## src/rtl/dram_pkg.sv

```systemverilog
// Shared geometry, latency and command decode for the behavioural DRAM model.
// Word address is {row, col}; the four byte lanes are stored in separate arrays.
package dram_pkg;
  localparam int ROW_W     = 11;
  localparam int COL_W     = 10;
  localparam int ADDR_W    = ROW_W + COL_W;
  localparam int DEPTH     = 1 << ADDR_W;
  localparam int CAS_LAT   = 5;
  localparam int NUM_LANES = 4;
  localparam int DATA_W    = 8 * NUM_LANES;

  typedef enum logic [2:0] {NOP, ACT, PRE, RD, WR, ILLEGAL} cmd_e;
  typedef enum logic {ST_IDLE, ST_ACTIVE} state_e;

  // Any WEn bit low turns ACT into PRE and RD into WR.
  function automatic cmd_e decode_cmd(input logic csn, input logic rasn,
                                      input logic casn, input logic [NUM_LANES-1:0] wen);
    cmd_e c;
    c = NOP;
    if (!csn) begin
      case ({rasn, casn})
        2'b00:   c = ILLEGAL;
        2'b01:   c = (&wen) ? ACT : PRE;
        2'b10:   c = (&wen) ? RD  : WR;
        default: c = NOP;
      endcase
    end
    return c;
  endfunction
endpackage

```

## src/rtl/dram_rd_pipe.sv

```systemverilog
// Fixed CAS-latency read pipeline: CAS_LAT data stages plus a holding output
// register, so Q keeps its last value between read bursts.
import dram_pkg::*;

module dram_rd_pipe (
  input  logic              clk,
  input  logic              rst,
  input  logic              in_vld,
  input  logic [DATA_W-1:0] in_data,
  output logic              out_vld,
  output logic [DATA_W-1:0] out_data
);
  logic [CAS_LAT:0]                vld_pipe;
  logic [CAS_LAT-1:0][DATA_W-1:0]  dat_pipe;
  logic [DATA_W-1:0]               q_hold;

  // Stage 0 loads on the command edge; the output lands CAS_LAT edges later.
  always_ff @(posedge clk or posedge rst) begin
    if (rst) begin
      vld_pipe <= '0;
      dat_pipe <= '0;
      q_hold   <= '0;
    end else begin
      vld_pipe <= {vld_pipe[CAS_LAT-1:0], in_vld};
      dat_pipe <= {dat_pipe[CAS_LAT-2:0], in_data};
      if (vld_pipe[CAS_LAT-1]) q_hold <= dat_pipe[CAS_LAT-1];
    end
  end

  assign out_vld  = vld_pipe[CAS_LAT];
  assign out_data = q_hold;
endmodule

```

## config.mk

```make
export PLATFORM = sky130hd
export DESIGN_NAME = dram_rd_pipe
export DESIGN_NICKNAME = d
export VERILOG_FILES = /design/src/rtl/dram_pkg.sv /design/src/rtl/dram_rd_pipe.sv
export SDC_FILE = /design/constraint.sdc
export NUM_CORES = 1
export LEC_CHECK = 0
export ABC_AREA = 1
export CAP_MARGIN = 20
export CORE_MARGIN = 2
export CORE_UTILIZATION = 45
export DETAILED_ROUTE_END_ITERATION = 12
export GPL_ROUTABILITY_DRIVEN = 0
export PLACE_DENSITY = 0.72
export SETUP_SLACK_MARGIN = 0.15
export SYNTH_ARGS = -nofsm -noshare
export SYNTH_HDL_FRONTEND = slang
export SYNTH_SLANG_ARGS = --single-unit
```

## constraint.sdc

```tcl
create_clock -name clk -period 11.25 [get_ports clk]
set_input_delay 2.25 -clock clk [delete_from_list [all_inputs] [get_ports clk]]
set_output_delay 2.25 -clock clk [all_outputs]
set_load 0.01 [all_outputs]
```

# Word level (Yosys, flattened, before mapping)
# Index checks and enable logic that the tools add are counted.
# word_totals
input_bits,35
ff_bits,198
elab_cells,7
out_inout_bits,33

# Longest topological paths before layout
# depth
word_depth,0
mapped_depth,5
ltp_nobuf,3

# Worst setup path before layout
# OpenSTA, ideal clock, no wires.
# synth_timing
path_type,reg-to-output
start,reg q_hold[19] (netlist: out_data[19])
end,out out_data[19]
n_path_buf,0
required_time_ns,9.000
t_arrival_ns,0.393
stages_incl_launch_ff,1
path_slack_ns,8.607
path_cell_list,dfrtp_1
# synth_rtl
item,line,text
start: declaration,dram_rd_pipe.sv:15,logic [DATA_W-1:0] q_hold;
start signal: assignment,dram_rd_pipe.sv:26,if (vld_pipe[CAS_LAT-1]) q_hold <= dat_pipe[CAS_LAT-1];
end: declaration,dram_rd_pipe.sv:11,output logic [DATA_W-1:0] out_data
# No word-level cell between the ends.

# Worst setup path in the final report
# layout_timing
start,reg q_hold[21] (netlist: out_data[21])
end,out out_data[21]
# No word-level cell between the ends.

==> impl_results.md <==
* Fin nets at 420
* Min-Delay Path Class: flip-flop to flip-flop
* Worst r2r src: vld_pipe[4]
* Worst Skew at 6.95 ps
* YS warnings at 0
* Area after DPL at 6230 um^2
* Critical Path Start Type: flip-flop
* Arrival @ worst endpoint at 1370 ps
* Fin cells at 545
* Worst skew pair latency at 410 ps
* Hold-fix buffers, CTS at 0
* Max-capacitance violation count at 0
* Synth Area in Simple Gates at 7.07%
* FILL cells at 886
* Die Wd at 114 um
* Pre-CTS setup slack at 6860 ps
* Area grow syn2layout at 26.6%
* Adder-cell share of the synthesized area at 0%
* Crit path buffers/inverters at 1
* Netlist area before placement at 5450 um^2
* Fin. Hold Viols at 0
* Sink Count at 198
* Largest family of logic cells by synthesized area: simple AND/OR/NAND/NOR gates
* Row cnt at 40
* Crit. End Element: primary output
* Initial DRC Count at 122
* Final setup vio count at 0
* Port buffer count at 67
* Post-route ant nets at 0
* Layout cells sized above 1 at 11.6%
* Sequential-to-total area share from yosys stat at 90.9%
* Pleak at 3.20 nW
* Max Freq at 276 MHz
* # H-tree levels at 4
* Initial Utilization at 45.8%
* Final Hold Slack at 342 ps
* Vias per Instance at 4.28
* Root buffer selected by CTS: clkbuf_16
* Setup TNS at 0 ps
* Family with the most delay on the worst path: buffers and inverters
* Dpl hpwl at 4000 um
* N_diodes at 0
* CP cell instances: clkdlybuf4s50_1
* Post-synthesis xor/xnor area fraction at 0%
* Dpl cells at 512
* Status: finished clean
* Pwr dens at 212 nW/um^2
* Slowest cell on the critical path: clkdlybuf4s50_1
* Crit-path max FO at 2
* Worst Setup SP: out_data[21]
* Clk slew on worst S/H paths at 70 ps
* Crit path largest cell delay at 560 ps
* Avg Inst Size Synth at 18.0 um^2
* I/O pin count at 68
* Worst setup margin at 7630 ps
* Total CTS buffers at 17
* Register bit total from synthesis at 198
* Final WL at 7530 um
* Compound-Gate Fraction of Synth Area at 0%
* Most frequent cells in the layout: dfrtp_1, nand2_1, clkdlybuf4s50_1
* Worst slew pin tran at 702 ps
* Gates resized, CTS repair at 0
* VDD IR max at 0.0972 mV
* Mux contribution to synthesized area at 0%
* Largest net degree at the start of global routing at 112
* Period utilization at 32.1%
* Number of global-route vias before repair at 2533
* Crit path required time at 9000 ps
* CTS tree: built
* Gr usage total at 13.1%
* Synthesized Nets at 338
* Routed WL per cell at 13.8 um
* Max Root-Sink Buffers at 2
* Core area at 11900 um^2
* Distinct cells, synth at 8
* Most common cell after layout, fill and taps aside: dfrtp_1
* HP Start: dat_pipe[127]
* Slew Limit Fails at 0
* TritonRoute pass-1 iters at 4
* Fin crit period at 3620 ps
* Die H at 114 um
* DRC Markers at 0
* CP Class: flip-flop to primary output
* Total grt overflow at 0
* Post-CTS Setup Inserts at 0
* First-pass GRT wire length at 12600 um
* Design Area, Final at 6900 um^2
* Antenna violations before repair at 0
* Max transition margin at 53.2%
* RSZ-0062 raised after global routing: false
* Die ar. at 13000 um^2
* Via count at 2335
* Syn Inst Count at 303
worst register-to-register path, delay by kind of cell, from the launching register on:
| kind | cells | cell delay, ps |
|---|---|---|
| buffers and inverters | 2 | 520 |
| and+or+nand+nor | 2 | 170 |
| DFF | 1 | 340 |
where the power goes:
group	switching, W	total [W]	internal, W
clock	0.000246	0.000628	0.000382
combinational	0.0000338	0.0000679	0.0000341
sequential	0.0000159	0.000768	0.000752
total	0.000296	0.00146	0.00117
layout make-up:
type	instances	area, um^2	share of cell area (%)
Multi-Input combinational cell	96	385	5.59
Inverter	2	22.5	0.327
Sequential cell	198	4950	71.8
Tap cell	147	184	2.67
Clock inverter	13	195	2.83
Clock buffer	19	443	6.42
Timing Repair Buffer	70	713	10.3
state kept, by name, summed over array words and instances (netlist names):
signal    cells
vld_pipe      6
out_data     32
dat_pipe    160
layer usage:
metal  vias up  GRT usage, %  part of all wire, %
met5         -             0                    0
met4         0          6.83                  1.5
met3        10          3.92                  3.9
met2        49          20.0                   51
met1      1186          17.2                   44
li1       1090             -                    -
per-stage QoR:
| step | util, % | power (W) |
|---|---|---|
| 2_1_floorplan | - | 0.000807 |
| 3_3_place_gp | 52.3 | 0.000845 |
| 3_5_place_dp | 52.3 | 0.000848 |
| 4_1_cts | 57.7 | 0.00148 |
| 5_1_grt | 57.9 | 0.00153 |
| 6_report | 57.9 | 0.00146 |
final timing paths:
check | endpoint | cells past startpoint | slack, ps
worst max-delay path | out_data[21] | 1 | 7630
worst min-delay path | dat_pipe[159] | 0 | 340
worst max register to register | out_data[4] | 4 | 10110
worst min register to register | dat_pipe[159] | 0 | 340
max in group asynchronous | dat_pipe[149] | 4 | 7790
min in group asynchronous | dat_pipe[1] | 2 | 2370
cell usage after synthesis:
library cell,count,area (um^2)
dfrtp_1,198,4950
nand2_1,86,323
nand2_2,10,62.6
buf_6,3,33.8
clkbuf_8,3,41.3
buf_12,1,20.0
inv_1,1,3.75
inv_8,1,11.3
cells by family (layout without fill, tap and decap cells):
group | after synthesis | count (layout)
DFF | 198 | 198
and+or+nand+nor | 96 | 96
buffers and inverters | 9 | 104
No activity file was read; power rests on OpenSTA's default activity.
